--- src/rtl/rr_arbiter_pkg.sv ---
// rr_arbiter_pkg: shared types and helpers for rr_arbiter (RR_ARB_TIMEOUT_EN enables forced release)
package rr_arbiter_pkg;
  typedef enum logic {IDLE, GRANT} arb_state_t;
  function automatic int RR_ARB_IDX_W(input int width);
    return $clog2(width);
  endfunction
  function automatic int RR_ARB_PTR_RST(input int width);
    return width - 1;
  endfunction
endpackage

--- src/rtl/pri_enc_lsb.sv ---
// pri_enc_lsb: find-first encoder returning the lowest set index and a found flag
module pri_enc_lsb import rr_arbiter_pkg::*; #(
  parameter int WIDTH = 8
) (
  input  logic [WIDTH-1:0]                   req,
  output logic [RR_ARB_IDX_W(WIDTH)-1:0]     idx,
  output logic                               found
);
  localparam int IW = RR_ARB_IDX_W(WIDTH);
  always_comb begin
    idx = '0;
    found = 1'b0;
    for (int i = WIDTH - 1; i >= 0; i--)
      if (req[i]) begin
        idx = IW'(i);
        found = 1'b1;
      end
  end
endmodule

--- src/rtl/rr_arbiter.sv ---
// rr_arbiter: round-robin hold-until-release arbiter; RR_ARB_TIMEOUT_EN adds MAX_HOLD forced release
module rr_arbiter import rr_arbiter_pkg::*; #(
  parameter int WIDTH    = 8,
  parameter int MAX_HOLD = 16
) (
  input  logic                           clk,
  input  logic                           rst,
  input  logic [WIDTH-1:0]               req,
  output logic [WIDTH-1:0]               gnt,
  output logic [RR_ARB_IDX_W(WIDTH)-1:0] gnt_idx,
  output logic                           gnt_vld
);
  localparam int IW = RR_ARB_IDX_W(WIDTH);
  localparam logic [IW-1:0] PTR_RST = IW'(RR_ARB_PTR_RST(WIDTH));
  if (WIDTH < 2 || MAX_HOLD < 1) begin : g_bad_cfg
    $error("rr_arbiter: WIDTH must be >= 2 and MAX_HOLD >= 1");
  end
  arb_state_t state;
  logic [IW-1:0] ptr, enc_idx, nxt_idx, new_idx;
  logic [IW:0] base, sum;
  logic [WIDTH-1:0] sreq, rot;
  logic found, held, expired, keep, take;
  // The current grantee never competes in the search; it only wins back by re-grant after timeout.
  assign sreq = req & ~gnt;
  assign base = {1'b0, ptr} + (IW+1)'(1);
  assign rot = WIDTH'({sreq, sreq} >> base);
  pri_enc_lsb #(.WIDTH(WIDTH)) u_enc (.req(rot), .idx(enc_idx), .found(found));
  assign sum = {1'b0, enc_idx} + base;
  assign nxt_idx = sum >= (IW+1)'(WIDTH) ? IW'(sum - (IW+1)'(WIDTH)) : IW'(sum);
  assign held = state == GRANT && req[gnt_idx];
`ifdef RR_ARB_TIMEOUT_EN
  localparam int HW = $clog2(MAX_HOLD + 1);
  logic [HW-1:0] hcnt;
  assign expired = held && hcnt == HW'(MAX_HOLD - 1);
  always_ff @(posedge clk or posedge rst)
    if (rst) hcnt <= '0;
    else hcnt <= keep ? hcnt + HW'(1) : '0;
`else
  assign expired = 1'b0;
`endif
  assign keep = held && !expired;
  assign take = found || expired;
  assign new_idx = found ? nxt_idx : gnt_idx;
  always_ff @(posedge clk or posedge rst)
    if (rst) begin
      state <= IDLE;
      ptr <= PTR_RST;
      gnt <= '0;
      gnt_idx <= '0;
      gnt_vld <= 1'b0;
    end else if (!keep) begin
      state <= take ? GRANT : IDLE;
      ptr <= take ? new_idx : ptr;
      gnt <= take ? WIDTH'(1) << new_idx : '0;
      gnt_idx <= take ? new_idx : '0;
      gnt_vld <= take;
    end
endmodule

--- config.mk ---
export PLATFORM = sky130hd
export DESIGN_NAME = rr_arbiter
export DESIGN_NICKNAME = d
export VERILOG_FILES = /design/src/rtl/rr_arbiter_pkg.sv /design/src/rtl/pri_enc_lsb.sv /design/src/rtl/rr_arbiter.sv
export SDC_FILE = /design/constraint.sdc
export NUM_CORES = 1
export LEC_CHECK = 0
export ABC_CLOCK_PERIOD_IN_PS = 3300
export BUFFER_PORTS_ARGS = -buffer_cell sky130_fd_sc_hd__buf_2
export CAP_MARGIN = 20
export CORE_ASPECT_RATIO = 0.5
export CORE_MARGIN = 10
export CORE_UTILIZATION = 30
export DETAILED_ROUTE_END_ITERATION = 10
export GPL_ROUTABILITY_DRIVEN = 0
export GPL_TIMING_DRIVEN = 0
export HOLD_SLACK_MARGIN = 0.15
export PLACE_DENSITY = 0.46
export SLEW_MARGIN = 20
export SYNTH_ARGS = -nofsm -noshare
export SYNTH_HDL_FRONTEND = slang
export SYNTH_SLANG_ARGS = --single-unit
export TNS_END_PERCENT = 50
--- constraint.sdc ---
create_clock -name clk -period 3.3 [get_ports clk]
set_input_delay 0.165 -clock clk [delete_from_list [all_inputs] [get_ports clk]]
set_output_delay 0.165 -clock clk [all_outputs]
set_load 0.05 [all_outputs]
Yosys cells after proc, flatten, opt, wreduce, memory -nomap -nowiden

Cells that the tools add are included.

$add $sub $neg: 3
Multipliers: 0
Div/mod/pow operators: 0
Magnitude comparators: 2
Equal/unequal tests: 0
Shifts and indexed selects: 2
Multiplexer cells: 23
Bitwise operators: 3
Reduce and logical (&&, ||, !) cells: 2

Operator list:

| cell                | count |
|---|---|
| $mux 3              | 11 |
| $shr 16x4->8        | 1 |
| $mux 1              | 10 |
| $and 8x8->8         | 1 |
| $mux 8              | 1 |
| $not 8->8           | 1 |
| $shl 1x3->8 const A | 1 |
| $add 3x1->4 const B | 1 |
| $add 3x4->4         | 1 |
| $ge 4x4->1 const B  | 1 |
| $lt 3x4->1 const B  | 1 |
| $bmux 1 s3          | 1 |
| $sub 3x1->3 const B | 1 |
| $reduce_and 2->1    | 1 |
| $logic_and 1x1->1   | 1 |
| $not 1->1           | 1 |

Bits in registers: 16
Latch bits: 0
Bits in writable memories: 0
ROM bits: 0
Word-level logic and storage cells: 40
Memories: 0

Logic depth before layout (Yosys ltp)

Gate-level depths: netlist of the first run.

Word-level depth: 17
Depth in mapped cells: 15
Gate-level depth less buffers: 14

Modules after synthesis

A second synthesis of the first run with hierarchy kept.

Cell total of the unflattened synthesis: 101
Area, all modules: 1237.4 µm²

By module, submodules not included:

| module      | times used | cells an instance | area each (µm²) |
|---|---|---|---|
| rr_arbiter  | 1          | 88                | 1157.4 |
| pri_enc_lsb | 1          | 13                | 80.1 |

Worst setup path before layout of the first run

No wires, ideal clock.

Path type: register to register
Start point: register gnt[1]
End point: register gnt[3]
Arrival time: 3.259 ns
Path slack: -0.085 ns
Stages on the path, launching flop included: 13
Clock period less this slack: 3.385 ns
Path through: dfrtp_1 nand2b_1 mux4_2 mux2i_1 nor2_1 o31ai_1 nand3b_1 fa_1 nand2b_1 and2_1 or2b_1 nor3_1 a221o_1

Word-level cells in the longest chain between the ends: 17
Elaborated cells between the ends (all ways): 26
Classes of those cells: add/sub (2); order compare (1); shift (2); mux (19); bitwise (2)

RTL lines:

| element                                          | line              | text |
|---|---|---|
| from (decl)                                      | rr_arbiter.sv:9   | `output logic [WIDTH-1:0] gnt,` |
| from (signal assigned)                           | rr_arbiter.sv:54  | `gnt <= take ? WIDTH'(1) << new_idx : '0;` |
| $not 8->8 (*)                                    | rr_arbiter.sv:24  | `assign sreq = req & ~gnt;` |
| $and 8x8->8 (*)                                  | rr_arbiter.sv:24  |  |
| $shr 16x4->8 (*)                                 | rr_arbiter.sv:26  | `assign rot = WIDTH'({sreq, sreq} >> base);` |
| $mux 3 (8 in series)                             | pri_enc_lsb.sv:14 | `if (req[i]) begin` |
| $add 3x4->4                                      | rr_arbiter.sv:28  | `assign sum = {1'b0, enc_idx} + base;` |
| $ge 4x4->1 / $sub 3x1->3 (equally long branches) | rr_arbiter.sv:29  | `assign nxt_idx = sum >= (IW+1)'(WIDTH) ? IW'(sum - (IW+1)'(WIDTH)) : IW'(sum);` |
| $mux 3                                           | rr_arbiter.sv:29  |  |
| $mux 3                                           | rr_arbiter.sv:43  | `assign new_idx = found ? nxt_idx : gnt_idx;` |
| $shl 1x3->8                                      | rr_arbiter.sv:54  |  |
| $mux 8 (*)                                       | rr_arbiter.sv:54  |  |

Every way passes the cells marked *; elsewhere a longest branch is shown, timed or not.
A chain may end at the register's enable or synchronous reset.

Worst setup path in the final report of the first run

Start point: register ptr[0]
End point: register gnt[7]

Word-level cells in the longest chain between the ends: 16
Elaborated cells between the ends (all ways): 25
Classes of those cells: add/sub (3); order compare (1); shift (2); mux (19)

RTL lines:

| element                                          | line              | text |
|---|---|---|
| from (decl)                                      | rr_arbiter.sv:19  | `logic [IW-1:0] ptr, enc_idx, nxt_idx, new_idx;` |
| from (signal assigned)                           | rr_arbiter.sv:53  | `ptr <= take ? new_idx : ptr;` |
| $add 3x1->4 (*)                                  | rr_arbiter.sv:25  | `assign base = {1'b0, ptr} + (IW+1)'(1);` |
| $shr 16x4->8                                     | rr_arbiter.sv:26  |  |
| $mux 3 (8 in series)                             | pri_enc_lsb.sv:14 |  |
| $add 3x4->4                                      | rr_arbiter.sv:28  |  |
| $ge 4x4->1 / $sub 3x1->3 (equally long branches) | rr_arbiter.sv:29  |  |
| $mux 3                                           | rr_arbiter.sv:29  |  |
| $mux 3                                           | rr_arbiter.sv:43  |  |
| $shl 1x3->8                                      | rr_arbiter.sv:54  |  |
| $mux 8 (*)                                       | rr_arbiter.sv:54  |  |

Marks and branches as above.

==> results of run 1 <==
[Yosys cell counts (all sizes together) (2+ instances only)]
master  number
dfrtp       12
nand2b      10
nor4        10
mux2i        9
a221o        8
nor2         8
nand2        7
nor3         7
buf          6
nor4b        6
and2         5
and4b        5
and4bb       5
mux4         5
nor4bb       5
dfstp        3
inv          3
mux2         3
nand3        3
o21ai        3
o31ai        3
nor2b        2
[worst min-delay path, cell delays in order]
cell and delay, ps:
dlygate4sd3_1 530, buf_2 120, inv_1 440
[kinds of logic after synthesis]
logic type      share of synthesized area
compound gates                     0.0938
fa+ha+maj                          0.0214
buf+inv                            0.0551
flops                               0.249
mux                                 0.163
simple gates                        0.417
[what timing repair did]
| action | in CTS | in global routing |
|---|---|---|
| endpoints found under the hold margin | 12 | 0 |
| pin swaps | 15 | 10 |
| hold buffers | 1 | 0 |
| gates resized for setup | 31 | 13 |
| buffers inserted | 17 | 6 |
| endpoints found under the setup margin | 10 | 10 |
[layer usage]
layer / vias up / routed length (microns)
li1: 656 / -
met1: 707 / 2320
met2: 34 / 2290
met3: 5 / 226
met4: 0 / 51
met5: - / 0
[registers in the layout, indices dropped and copies added, names as in the netlist]
register and count:
gnt_idx 3, gnt 8, gnt_vld 1, ptr 3
[how the worst max path moves through the flow]
| stage | start | to | slack [ps] | depth (start not counted) |
|---|---|---|---|---|
| 2_1_floorplan | gnt[6]$_DFFE_PP0N_ | gnt[7]$_DFFE_PP0N_ | 4 | 13 |
| 3_3_place_gp | ptr[1]$_DFFE_PP1P_ | gnt[3]$_DFFE_PP0N_ | -370 | 14 |
| 3_5_place_dp | ptr[1]$_DFFE_PP1P_ | gnt[7]$_DFFE_PP0N_ | -420 | 14 |
| 4_1_cts | ptr[0]$_DFFE_PP1P_ | gnt[2]$_DFFE_PP0N_ | -110 | 16 |
| 5_1_grt | ptr[0]$_DFFE_PP1P_ | gnt[3]$_DFFE_PP0N_ | -270 | 14 |
| 6_report | ptr[0]$_DFFE_PP1P_ | gnt[7]$_DFFE_PP0N_ | -110 | 17 |
[cell type report]
cell class / count / share of cell area
inverter: 3 / 0.00687
timing repair buffer: 44 / 0.141
multi-input combinational: 114 / 0.575
buffer: 8 / 0.0389
sequential: 15 / 0.176
tap: 70 / 0.0401
clock buffer: 3 / 0.0189
clock inverter: 1 / 0.00343
[per-stage QoR]
step                 util  worst slack (ps)  cell area, sq um  hold WS [ps]  instances
floorplan               -              4.31              1540          64.0        140
global placement    0.353              -374              1730           260        231
detailed placement  0.353              -424              1730           264        231
CTS                 0.427              -113              2100           545        253
global route        0.445              -265              2190           587        258
finish              0.445              -110              2190           515        258
==> summary.md, run 1 <==
The initial antenna violation count was 0; the number of nets still failing antenna checks after routing was 0. The share of cells above drive strength 1 came out at 0.633. Leaving out fill and tap cells, the most frequent cell in the layout is buf_2.

The maximum achievable frequency is 293 MHz. Setup repair after global routing could not meet its margin everywhere. The total count of max-transition violations in the final report was 0.

Counting every sink on the clock net gives 15. Adding up every negative setup slack in the final design gives -626 ps. The wire-length estimate of the detail-placed layout is 3460 microns.

For the share of synthesized area occupied by flip-flops and latches, the log shows 0.249. For the final database, setup skew stands at 4.74 ps. The final setup violation count is 9, and the global-route wire length before repair is 7970 microns. The worst setup path is captured at a flop. The tree is rooted in a clkbuf_8.

The number of filler instances in the final layout came out at 514. The checks that failed: setup timing. The total routing resource utilization after global routing was 0.116; the clock transition at the registers of the reported paths was 70 ps. The H-tree depth was 1.

The share of synthesized flip-flops with an asynchronous set or reset is 1.00, and the via total after detailed routing is 1402. The worst stage delay on the critical path works out to 580 ps. Synthesized cell area: 1520 sq um.

After detailed routing, the number of remaining DRC violations is 0. Global-route met2 utilization: 0.182. Sequential cell area: 385 sq um. The launching point of the worst reg2reg path was ptr[0]$_DFFE_PP1P_.

For the worst-skew pair, the clock arrives at the later sink with an insertion delay of 250 ps. Leaving out fill and tap cells, the most frequent cells in the layout are buf_2 (21), buf_4 (18), nand2b_1 (9), buf_6 (8), a221o_1 (8). The final critical path time including I/O delays and setup is 3410 ps, and the violation count after the first detailed-routing iteration is 106. The run gives 3 as the CTS buffer count.

After synthesis, the netlist uses 46 different library cells. The global-route track usage on met3 was 0.0120; the pin count of the biggest net entering global routing was 16. The tool flagged a number of max-cap violations equal to 0. The overall die area was 8490 sq um; the met1 global-route usage was 0.160. In this run, synthesis inferred 0 flip-flops with an integrated enable. STA classifies the critical path startpoint as a flop. The maximum fanout along the worst path is 6. The path depth of the worst reg2reg path was 17; the number of global-route vias before repair was 1471.

From bottom edge to top edge, the die measures 70.3 microns. Across all register-to-register paths, the minimum setup slack is -110 ps. The repair_antennas step left the layout with diodes totalling 0.

TritonCTS built the clock tree. For the critical path data arrival time, the log shows 3550 ps. The run gives 0.399 as the headroom to the max-slew limit. The highest-delay cell along the critical path is dfstp_2. For the worst setup path, the data required time is 3440 ps. Area of the core region: 4910 sq um.

The logs give 22 for the top-level I/O count and 0 for the number of hold violations in the final report. Summing all multi-input logic gate instances after layout gives 1260 sq um. The initial core utilization is 0.310, and the via-per-instance ratio is 5.43. The top cell type's share of synthesized area was 0.198.

In this run the worst hold path is classified as in -> async. Number of search-and-repair iterations in the first detailed-routing pass: 4. For the number of placement rows, the log shows 18.

The post-synthesis cell count was 140. The library cell with the largest summed area after synthesis was dfrtp_1. The endpoint identified for the worst register-to-register timing path is gnt[7]$_DFFE_PP0N_. For the setup slack of the critical path after layout, the log shows -110 ps.

In the post-synthesis netlist, the biggest area contributors are dfrtp_1 (20%), mux4_2 (7.4%), nor4_4 (5.6%). The area overhead of the layout relative to synthesis is 43.8%. The run finished, with violations left. The net count of the finished layout is 201. The count of state elements after synthesis came out at 15. The critical path goes through buf_6 > buf_12 > and4bb_4 > nor4_4 > buf_4 > mux2i_4 > buf_6 > nor2_2 > o31ai_2 > nand3b_1 > fa_2 > nand2b_1 > and2_4 > buf_4 > nor4_2 > and3_1 > a221o_1.

Buffers placed on the I/O ports in this run total 21. The critical path buffer and inverter count works out to 5. The tools report the warning count from the yosys run as 0. Buffer levels on the longest clock path: 2.

The routed design has 4880 microns of wire. After detailed routing, the average wire length per cell comes to 18.9 microns. The highest-utilization routing layer at the global route stage was met2. The cell family contributing the most delay on the critical path is simple AND/OR/NAND/NOR gates. For the pin with the worst max-slew slack, the measured transition is 895 ps.

Startpoint-to-endpoint class of the critical path: reg -> reg. The x dimension of the die is 121 microns. The post-route clock period utilization is 1.03, and the aggregate global routing overflow is 0. Dividing the synthesized area by the synthesized cell count gives 10.9 sq um. The most used flip-flop cell after synthesis is dfrtp_1. The net count of the mapped netlist came out at 152.
Power of run 1 is left out: the tool's default activity adds up to more than one toggle a clock period on the data nets, which glitch-free logic cannot reach.
==> run 2: changes to the inputs <==
--- a/config.mk
+++ b/config.mk
@@ -5,6 +5,7 @@
 export SDC_FILE = /design/constraint.sdc
 export NUM_CORES = 1
 export LEC_CHECK = 0
+export ABC_AREA = 1
 export ABC_CLOCK_PERIOD_IN_PS = 3300
 export BUFFER_PORTS_ARGS = -buffer_cell sky130_fd_sc_hd__buf_2
 export CAP_MARGIN = 20
==> run 2 against run 1 <==
  * Global-route usage down 0.45 points
  * Critical endpoint is now gnt_idx[2]$_DFFE_PP0N_
  * Utilization fell by 7.7 points
  * Highest routed layer unchanged
  * Largest cell class unchanged
  * Clock skew shrank 1.0 ps
  * Die area is 6.0% lower
  * The flow now finishes without violations
  * Design area down 25%
  * Synthesized cell count rose by 45%
  * Maximum frequency grew 15%
==> summary.md, run 2 <==
The flow ran to the end, and the final reports show no timing, DRC or antenna violations. Highest-delay cell along the critical path: dfstp_2. 22 I/O pins were placed.

For the number of antenna diodes, the log shows 0. The clock reaches the later pin of the worst-skew pair after 250 ps. The post-route non-filler standard cell count came out at 286. The post-synthesis adder-cell area fraction was 0.0232; the wire length the detailed router placed on met1 was 2210 microns.

In this run, synthesis inferred 0 flip-flops with an integrated enable. The die covers 7980 sq um. Grouping stages by cell kind, the critical path spends the most delay in simple AND/OR/NAND/NOR gates.

The violation count after the first detailed-routing iteration is 94, and the count of state elements after synthesis is 15. The headroom to the max-slew limit was 0.605; the endpoint required time on the critical path was 3470 ps. In this run the worst hold path is classified as reg -> reg. The transition time at the pin with the least slew margin is 591 ps, and the share of cells above drive strength 1 is 0.310. Leaving out fill and tap cells, the most frequent cells in the layout are nand2_1 (69), nand3_1 (35), buf_2 (23), inv_1 (17), nand3_2 (13).

The remaining design rule violation count came out at 0. The total count of max-transition violations in the final report is 0, and the share of synthesized flip-flops with an asynchronous set or reset is 1.00. Dominant register cell in the synthesized netlist: dfrtp_1. Xor and xnor fraction of the mapped netlist area: 0.00624. Counting every sink on the clock net gives 15. The critical path buffer and inverter count is 4, and the number of global-route vias before repair is 1295.

In this run the top signal layer used is met4. Compared with the post-synthesis result, the final layout area differs by 16.6%. TritonCTS built the clock tree. The tree is rooted in a clkbuf_8.

The post-route clock period utilization is 0.901. The number of nets in the layout was 242. The largest total area in the synthesized netlist belongs to dfrtp_1.

The global-route wire length before repair is 6920 microns, and the synthesized cell area is 1400 sq um. The top cell type's share of synthesized area works out to 0.214. The detail route stage leaves a number of antenna-violating nets equal to 0. The number of search-and-repair iterations in the first detailed-routing pass is 4, and the buffer levels on the longest clock path is 2. Number of hold violations in the final report: 0. For the worst setup path, the data arrival time is 3150 ps. The post-synthesis share of cell area spent on and, or, nand and nor gates is 0.536. In the final layout, the registers with the most flip-flops are gnt x8, gnt_idx x3, ptr x3. The share of the synthesized area in compound gates (AO/OA/AOI/OAI) works out to 0.0740.

The total instance count after detailed placement is 281, and the maximum fanout along the worst path is 10. The logs give 0 for the initial antenna violation count and 0 for the final setup violation count. Sorting the synthesized cells by area gives the leading types as dfrtp_1 (21%), nand2_1 (18%), nand3_1 (12%). Launching point of the worst reg2reg path: ptr[0]$_DFFE_PP1P_. Measured along the x axis, the die boundary spans 117 microns. The startpoint kind of the worst setup timing path was a flop. The tools report the hold path startpoint as gnt[2]$_DFFE_PP0N_.

The mean area per synthesized cell is 6.91 sq um. By area, the combinational part of the netlist is dominated by simple AND/OR/NAND/NOR gates. Walking the worst path, the cells encountered are buf_6 > inv_6 > nand3_2 > nand3_2 > nand2_1 > nand2_1 > nand2_1 > a21oi_1 > o21ai_0 > nand2_1 > nand2_1 > nand2_1 > ha_1 > fa_1 > xor2_1 > inv_1 > nand3_1 > nand2_2 > nor2_4 > inv_2 > o21ai_2.

The final critical path time including I/O delays and setup was 2970 ps. In this design, the critical path's most frequently occurring cell is nand2_1. The post-synthesis cell count is 203. Clock tree synthesis inserted a total of 3 buffers. Share of synthesized area occupied by flip-flops and latches: 0.270. The tools report the setup skew after layout as 3.74 ps. The tools report the number of placement rows as 17. Setup repair after global routing left no endpoint under its margin. After floorplanning, the core was sized to cover 4450 sq um. The half-perimeter wire length after placement is 3420 microns, and the pin count of the biggest net entering global routing is 16.

The proportion of synthesized area in mux cells is 0. The run gives 1700 microns as the met2 wirelength from detailed routing. The via total after detailed routing was 1371. In the routed layout, each cell is associated on average with a via count of 4.79.

The routed wire length on met3 came out at 137 microns. The run gives 0 ps as the total negative slack. In this run, distinct cell masters in the synthesized netlist total 29. The tools report the number of gates given a new drive strength after cts as 0. Synthesis produced a netlist with a net count of 215. The worst stage delay on the critical path was 520 ps. Ranked by instance count, the synthesized netlist is headed by nand2_1 (69), nand3_1 (35), inv_1 (17). The register with the most flip-flops in the layout has 8 of them.

The count of input and output buffers was 21; the die boundary height was 68.4 microns. Ranked by flip-flop count, first place goes to gnt. The logs give 1 for the H-tree depth and 0 for the warning count from the yosys run. By instance count, the leading cell after synthesis is nand2_1. Total routing resource utilization after global routing: 0.111.

After global routing the overflow that remains totals 0. Derived from the worst setup path, the maximum achievable clock frequency is 336 MHz. The startpoint-to-endpoint class of the critical path was reg -> reg. The most critical setup path has its startpoint at ptr[0]$_DFFE_PP1P_. For this block, the routed nets add up to 4100 microns of wire.

The max-cap check violation count came out at 0. The tools report the kind of end point of the critical path as a flop. The initial core utilization is 0.316. Leading cell type in the layout, fill and taps excluded: nand2_1. The clock transition at the registers of the reported paths came out at 60 ps. Average wire length per cell after detail routing: 14.3 microns. The run gives 330 ps as the reg-to-reg setup timing slack.
[run 2: changes by cell type in the layout (fill, tap and decap cells not counted), moves of 5 or more]
cell,before,now
nand2_1,4,69
nand3_1,3,35
buf_4,18,0
inv_1,2,17
nand3_2,0,13
nand2b_1,9,0
a221o_1,8,0
buf_6,8,2
dfrtp_1,7,12
dfrtp_2,5,0
mux4_2,5,0
nor3_1,5,0
nor4_4,5,0
nor4b_2,5,0
[run 2: cell type report]
cell class                 instances  area [sq um]
fill                             498          2810
multi-input combinational        161           897
sequential                        15           379
timing repair buffer              22           115
inverter                          23          93.8
tap                               57          71.3
clock buffer                       3          41.3
buffer                             4          32.5
clock inverter                     1          5.00
[run 2: worst register-to-register path: cells and delay by family, from the launching register on]
family / cells / cell delay, ps
and+or+nand+nor: 11 / 1000
adders and majority gates: 2 / 560
DFF: 1 / 520
buffers and inverters: 4 / 340
AOI/OAI and AO/OA: 3 / 260
xor gates and xnor gates: 1 / 220
[run 2: through the flow]
step           cell area, sq um  hold WS, ps  setup slack, ps  utilization
6_report                   1640          500              326        0.368
2_1_floorplan              1400         64.3              523            -
4_1_cts                    1640          511              311        0.368
3_3_place_gp               1580          242              366        0.355
3_5_place_dp               1580          257              334        0.355
5_1_grt                    1640          550             7.19        0.368
[run 2: worst paths after layout]
path                                           to  cells after the start
max                        gnt_idx[2]$_DFFE_PP0N_                     21
min                            gnt[2]$_DFFE_PP0N_                      2
max reg2reg                gnt_idx[2]$_DFFE_PP0N_                     21
min reg2reg                    gnt[2]$_DFFE_PP0N_                      2
max in group asynchronous      gnt[4]$_DFFE_PP0N_                      3
min in group asynchronous     gnt_vld$_DFFE_PP0N_                      3
[run 2: layer usage]
metal	global-route usage	vias to the layer above
met2	0.162	35
met4	0.0367	0
met5	0	-
li1	-	715
met3	0.0122	4
met1	0.164	617
[run 2: logic make-up after synthesis]
group / count (synthesis)
xor+xnor: 1
simple gates: 142
buf+inv: 27
fa+ha+maj: 2
flops: 15
compound gates: 16
[run 2: repair_timing]
| action | CTS | global route |
|---|---|---|
| endpoints found under the hold margin | 12 | 0 |
| setup buffers | 0 | 0 |
| hold buffers | 1 | 0 |
Power of run 2 is left out for the same reason.
